**config.mk**
```make
export PLATFORM = sky130hd
export DESIGN_NAME = case_result_fifo_flat
export DESIGN_NICKNAME = d
export VERILOG_FILES = /design/src/rtl/case_result_fifo_if.sv /design/src/rtl/case_result_fifo.sv /design/src/flat_wrapper.sv
export SDC_FILE = /design/constraint.sdc
export NUM_CORES = 1
export LEC_CHECK = 0
export ABC_AREA = 1
export ABC_CLOCK_PERIOD_IN_PS = 2940
export BUFFER_PORTS_ARGS = -buffer_cell sky130_fd_sc_hd__buf_2
export CAP_MARGIN = 20
export CORE_MARGIN = 2
export CORE_UTILIZATION = 34
export CTS_BUF_LIST = sky130_fd_sc_hd__clkbuf_8
export DETAILED_ROUTE_END_ITERATION = 7
export PLACE_DENSITY = 0.52
export SYNTH_ARGS = -nofsm -noshare
export SYNTH_HDL_FRONTEND = slang
export SYNTH_SLANG_ARGS = --single-unit
```
**constraint.sdc**
```tcl
create_clock -name clk -period 2.94 [get_ports clk]
set_clock_uncertainty 0.05 [all_clocks]
set_input_delay 0.294 -clock clk [delete_from_list [all_inputs] [get_ports clk]]
set_output_delay 0.294 -clock clk [all_outputs]
set_load 0.02 [all_outputs]
```
**src/rtl/case_result_fifo_if.sv**
```systemverilog
// case_result_fifo_if: capture, handshake and status signals of the case-result FIFO.
// The master is the producer/consumer side; the slave is the FIFO itself.
interface case_result_fifo_if #(
    parameter int DATA_W = 8,
    parameter int SEL_W  = 2,
    parameter int ADDR_W = 2
);
    logic                    EN;
    logic                    CLR;
    logic [DATA_W-1:0]       result;
    logic [SEL_W-1:0]        select;
    logic [SEL_W+DATA_W-1:0] out_data;
    logic                    out_valid;
    logic                    out_ready;
    logic [ADDR_W:0]         count;
    logic                    full;
    logic                    empty;
    logic [7:0]              drop_cnt;
    logic                    OV;

    modport master (
        output EN, CLR, result, select, out_ready,
        input  out_data, out_valid, count, full, empty, drop_cnt, OV
    );

    modport slave (
        input  EN, CLR, result, select, out_ready,
        output out_data, out_valid, count, full, empty, drop_cnt, OV
    );
endinterface

```
**src/rtl/case_result_fifo.sv**
```systemverilog
// case_result_fifo: show-ahead FIFO capturing {select, result} pairs, with
// saturating drop counter and sticky overflow flag for captures into a full buffer.
module case_result_fifo #(
    parameter int DATA_W = 8,
    parameter int SEL_W  = 2,
    parameter int DEPTH  = 4,
    parameter int ADDR_W = 2
) (
    input logic              clk,
    input logic              Reset,
    case_result_fifo_if.slave bus
);
    localparam int W  = SEL_W + DATA_W;
    localparam int CW = ADDR_W + 1;

    logic [W-1:0]      mem_q [DEPTH];
    logic [ADDR_W-1:0] wr_ptr_q, wr_ptr_d, rd_ptr_q, rd_ptr_d;
    logic [CW-1:0]     count_q, count_d;
    logic [7:0]        drop_q, drop_d;
    logic              ov_q, ov_d;
    logic              push, pop, drop;

    assign bus.empty     = count_q == '0;
    assign bus.full      = count_q == CW'(DEPTH);
    assign bus.out_valid = !bus.empty;
    assign bus.out_data  = bus.empty ? '0 : mem_q[rd_ptr_q];
    assign bus.count     = count_q;
    assign bus.drop_cnt  = drop_q;
    assign bus.OV        = ov_q;

    // A full buffer still accepts a capture when the head leaves on the same edge.
    assign pop  = bus.out_valid && bus.out_ready;
    assign push = bus.EN && (!bus.full || pop);
    assign drop = bus.EN && bus.full && !pop;

    always_comb begin
        wr_ptr_d = bus.CLR ? '0 : wr_ptr_q + ADDR_W'(push);
        rd_ptr_d = bus.CLR ? '0 : rd_ptr_q + ADDR_W'(pop);
        count_d  = bus.CLR ? '0 : count_q + CW'(push) - CW'(pop);
        drop_d   = bus.CLR ? '0 : drop_q + 8'(drop && drop_q != 8'hFF);
        ov_d     = !bus.CLR && (ov_q || drop);
    end

    always_ff @(posedge clk or posedge Reset) begin
        if (Reset) begin
            wr_ptr_q <= '0;
            rd_ptr_q <= '0;
            count_q  <= '0;
            drop_q   <= '0;
            ov_q     <= 1'b0;
        end else begin
            wr_ptr_q <= wr_ptr_d;
            rd_ptr_q <= rd_ptr_d;
            count_q  <= count_d;
            drop_q   <= drop_d;
            ov_q     <= ov_d;
        end
    end

    // Storage needs no reset: only entries below count are ever presented.
    always_ff @(posedge clk) begin
        if (push && !bus.CLR) mem_q[wr_ptr_q] <= {bus.select, bus.result};
    end
endmodule
```
**src/flat_wrapper.sv**
```systemverilog
// flat-port wrapper written by rule: the top's interface ports become plain ports
module case_result_fifo_flat 
#(
    parameter int DATA_W = 8,
    parameter int SEL_W  = 2,
    parameter int DEPTH  = 4,
    parameter int ADDR_W = 2
)
  (clk, Reset, bus_EN, bus_CLR, bus_result, bus_select, bus_out_ready, bus_out_data, bus_out_valid, bus_count, bus_full, bus_empty, bus_drop_cnt, bus_OV);
  case_result_fifo_if #(.DATA_W(DATA_W), .SEL_W(SEL_W), .ADDR_W(ADDR_W)) bus_i ();
  input logic clk;
  input logic Reset;
  input wire logic [$bits(bus_i.EN)-1:0] bus_EN;
  input wire logic [$bits(bus_i.CLR)-1:0] bus_CLR;
  input wire logic [$bits(bus_i.result)-1:0] bus_result;
  input wire logic [$bits(bus_i.select)-1:0] bus_select;
  input wire logic [$bits(bus_i.out_ready)-1:0] bus_out_ready;
  output wire logic [$bits(bus_i.out_data)-1:0] bus_out_data;
  output wire logic [$bits(bus_i.out_valid)-1:0] bus_out_valid;
  output wire logic [$bits(bus_i.count)-1:0] bus_count;
  output wire logic [$bits(bus_i.full)-1:0] bus_full;
  output wire logic [$bits(bus_i.empty)-1:0] bus_empty;
  output wire logic [$bits(bus_i.drop_cnt)-1:0] bus_drop_cnt;
  output wire logic [$bits(bus_i.OV)-1:0] bus_OV;
  assign bus_i.EN = bus_EN;
  assign bus_i.CLR = bus_CLR;
  assign bus_i.result = bus_result;
  assign bus_i.select = bus_select;
  assign bus_i.out_ready = bus_out_ready;
  assign bus_out_data = bus_i.out_data;
  assign bus_out_valid = bus_i.out_valid;
  assign bus_count = bus_i.count;
  assign bus_full = bus_i.full;
  assign bus_empty = bus_i.empty;
  assign bus_drop_cnt = bus_i.drop_cnt;
  assign bus_OV = bus_i.OV;
  case_result_fifo #(.DATA_W(DATA_W), .SEL_W(SEL_W), .DEPTH(DEPTH), .ADDR_W(ADDR_W)) u_core (.clk(clk), .Reset(Reset), .bus(bus_i));
endmodule
```
# == Word level (Yosys, flattened, before mapping) ==
# Memories as Yosys holds them, arrays and structs flattened.
# Index checks and enable logic that the tools add are counted.
# word_totals
register_bits,16
mem_bits_rw,40
inputBits,15
wordCells,34
memories,1
# op_classes
n_addsub,5
n_eq_ne,2
muxes,7
n_reduce_logical,14
# mem_list
memory,words,width,read_ports,rd_clocked_by_memory_dff,wr,line,text
u_core.mem_q,4,10,1,0,1,case_result_fifo.sv:16,logic [W-1:0] mem_q [DEPTH];
# ops
operator,n
$mux W10,1
$add A8 B1 Y8,1
$mux W8,1
$ne A8 B8 Y1 const B,1
$logic_and A1 B1 Y1,7
$add A2 B1 Y2,2
$logic_not A1 Y1,4
$mux W2,2
$add A3 B1 Y3,1
$eq A3 B3 Y1 const B,1
$logic_not A3 Y1,1
$mux W3,1
$sub A3 B1 Y3,1
$logic_or A1 B1 Y1,2
$mux W1,2

# == Depth between registers and ports, before layout ==
# logic_depth
depth_word,8
depth_mapped,10

# == Worst setup path after synthesis ==
# No wires, ideal clock.
# synth_path
kind,reg2reg
start,reg u_core.count_q[0] (netlist: u_core.bus.count[0])
end,reg u_core.count_q[2] (netlist: u_core.bus.count[2])
setup_ps,119
arrival_time_ps,1765
required_ps,2771
path_slack_ps,1006
path_stages_with_launch,10
n_path_buf,0
period_less_slack_ps,1934
cell_sequence,dfrtp_1 -> nor2_2 -> nand2_2 -> nand2_1 -> xnor2_1 -> ha_1 -> inv_1 -> fa_1 -> a21oi_1 -> nor2_1
# synth_via
elab_chain_cells,8
word_cells_on_any_way,10
# synth_rtl
item,line,text
start: declaration,case_result_fifo.sv:18,"logic [CW-1:0] count_q, count_d;"
start signal: assignment,case_result_fifo.sv:54,count_q <= count_d;
$logic_not A3 Y1 (*),case_result_fifo.sv:23,assign bus.empty = count_q == '0;
$logic_not A1 Y1 (*),case_result_fifo.sv:25,assign bus.out_valid = !bus.empty;
named net bus_out_valid,flat_wrapper.sv:19,output wire logic [$bits(bus_i.out_valid)-1:0] bus_out_valid;
$logic_and A1 B1 Y1 (*),case_result_fifo.sv:32,assign pop = bus.out_valid && bus.out_ready;
$logic_or A1 B1 Y1,case_result_fifo.sv:33,assign push = bus.EN && (!bus.full || pop);
$logic_and A1 B1 Y1,case_result_fifo.sv:33,
$add A3 B1 Y3,case_result_fifo.sv:39,count_d = bus.CLR ? '0 : count_q + CW'(push) - CW'(pop);
$sub A3 B1 Y3 (*),case_result_fifo.sv:39,
$mux W3 (*),case_result_fifo.sv:39,
named net u_core.count_d[2],case_result_fifo.sv:18,
# The timed path passes the listed nets; every way through them passes the cells marked *.

# == Worst setup path after layout ==
# layout_path
start,reg u_core.count_q[0] (netlist: u_core.bus.count[0])
end,out bus_out_data[9]
# layout_via
elab_chain_cells,2
# layout_rtl
item,line,text
$logic_not A3 Y1,case_result_fifo.sv:23,
$mux W10,case_result_fifo.sv:26,assign bus.out_data = bus.empty ? '0 : mem_q[rd_ptr_q];
end: declaration,flat_wrapper.sv:18,output wire logic [$bits(bus_i.out_data)-1:0] bus_out_data;
# No other way between the ends.

==> impl_metrics.json <==
{
  "hold_viol_final": 0,
  "maxCapViolCount": 0,
  "routed_wl_mm": 4.896,
  "synth_cells": 258,
  "hp-class": "in -> async",
  "utilization": 0.4056,
  "setup_viol": 0,
  "critPathMaxFanout": 11,
  "p_leak_nw": 1.355,
  "fmax_mhz": 524.8,
  "rsz0062_at_grt": "false",
  "clk_path_buf_depth": 2,
  "grtUsageTotal": 0.1300,
  "synth_warnings": 0,
  "cts.sinks": 56,
  "drv_slew": 0,
  "final_area_sq_mm": 0.002942,
  "ant_nets": 0,
  "drtIter0Drc": 62,
  "hpwlAfterDp_mm": 3.288,
  "ys_ff_latch": 56,
  "route.vias.total": 1769,
  "period_share": 0.6481,
  "io_pins": 40,
  "stdcell_count": 403,
  "r2r_slack_ps": 1060,
  "fp.dieH_um": 90.45,
  "die_area_sq_mm": 0.008181,
  "outcome": "completed",
  "cts.clk_slew.worst_paths_ps": 90,
  "n_antenna_cell": 0,
  "finalCriticalPeriod_ps": 1905,
  "initial_core_util": 0.3504,
  "final_common_cell": "nand2_1",
  "die_width_um": 90.45,
  "post-cts-setup-buffer-count": 0,
  "cts_buffers": 5,
  "worstMarginPinSlew_ps": 646.6,
  "ctsResizeCount": 0,
  "r2r_start": "u_core.bus.count[0]",
  "drive_gt1_frac": 0.2105,
  "synth_nets": 279,
  "port_buffers": 39,
  "firstDrtPassIters": 4,
  "clock_latency_ps": 290,
  "synth.cell_area_sq_mm": 0.002541,
  "ys_seq_area_frac": 0.6302,
  "grt.overflow.total": 0,
  "ir_drop_mv": 0.5365,
  "synth_cell_types": 23,
  "rr_endpoint": "u_core.bus.count[2]",
  "antenna_found_initial": 0,
  "dpl.cell_count": 395,
  "critPathLaunchType": "flip-flop",
  "drc_errors": 0,
  "final_cell_mix": "nand2_1, edfxtp_1, buf_2",
  "wl_per_cell_um": 12.15,
  "core_sq_mm": 0.007253,
  "ctsHoldBuffers": 0,
  "placed_area_sq_mm": 0.002861,
  "r2r_cells": 9,
  "worstPathArrival_ps": 1560,
  "hold_ws_ps": 18.17,
  "vias_per_cell": 4.390,
  "fp-row-count": 31,
  "power_density_mw_per_mm2": 753.6,
  "synth_area_leader_cell": "edfxtp_1",
  "grt_max_degree": 22,
  "grt_pass1_vias": 1713,
  "max-slew-margin-rel": 0.5684,
  "tritoncts": "done",
  "syn2layout_area_growth_pct": 15.76,
  "grt_pass1_wl_mm": 8.217,
  "synth_top_area_frac": 0.4727,
  "cp-end-kind": "primary output",
  "synth_area_leaders": "edfxtp_1, dfrtp_1, nand2_1, inv_1, nor2_1",
  "avgSynthCellArea_sq_um": 9.850,
  "nNetsFinal": 324,
  "setup_tns_ps": 0,
  "required_ps": 2600,
  "htree_levels": 2,
  "gp_congestion": 0.7219,
  "startpoint": "u_core.bus.count[0]",
  "cts-root-buf": "clkbuf_8",
  "crit_type": "reg -> out",
  "crit_end": "bus_out_data[9]"
}
## cell usage after synthesis, drive strengths merged
library cell,number
inv,39
fa,1
nor3,2
a21oi,15
nor2,27
nand3,17
o21ai,3
or2,1
buf,7
nand2,80
edfxtp,40
o21bai,1
xnor2,2
nand4,1
clkinv,1
dfrtp,16
ha,5
## logic make-up after synthesis
logic type      synth area share
simple gates              0.2024
buf+inv                  0.07631
fa+ha+maj                0.03250
flops                     0.6302
xor+xnor                0.006894
compound gates           0.05170
## critical path: stages, from the launching register on
cell	delay, ps
dfrtp_1	450
nor2_2	180
nand2_2	90
inv_2	280
a21oi_1	90
buf_2	170
## where the power goes
part           total [mW]  switching, mW  internal, mW
combinational       0.884          0.600         0.284
clock               0.380          0.221         0.160
sequential          0.953         0.0442         0.908
total                2.22          0.865          1.35
## registers in the layout, indices dropped and copies added, names as in the netlist
signal and count:
u_core.mem_q 40, u_core.bus.count 3, u_core.rd_ptr_q 2, u_core.bus.OV 1, u_core.bus.drop_cnt 8, u_core.wr_ptr_q 2
## worst min path at each step
stage / start / endpoint / cells after the start
2_1_floorplan: Reset / u_core.bus.OV / 1
3_3_place_gp: Reset / u_core.bus.OV / 2
3_5_place_dp: Reset / u_core.bus.OV / 2
4_1_cts: Reset / u_core.bus.OV / 2
5_1_grt: Reset / u_core.bus.drop_cnt[0] / 2
6_report: Reset / u_core.bus.OV / 2
## area by class of cell
class                           instances  area (sq um)
Clock inverter                          3         11.26
Inverter                               40         150.1
Clock buffer                            5         68.82
Multi-Input combinational cell        155         745.7
Timing Repair Buffer                   45         240.2
Sequential cell                        56          1602
Fill cell                             747          4312
Tap cell                               99         123.9
## stage by stage
stage                     setup WS, ps  power [mW]
after floorplan                   1006       1.626
after global placement            1117       1.864
after detailed placement          1064       1.871
after CTS                         1003       2.253
after global routing             872.4       2.382
final                             1035       2.217
## per-layer routing
metal	vias to the layer above	GRT usage	wire (um)
li1	903	-	-
met1	825	0.1641	2292
met2	36	0.2249	2358
met3	5	0.03255	198
met4	0	0.03077	46
met5	-	0	0
Power figures use the tool's default switching activity.
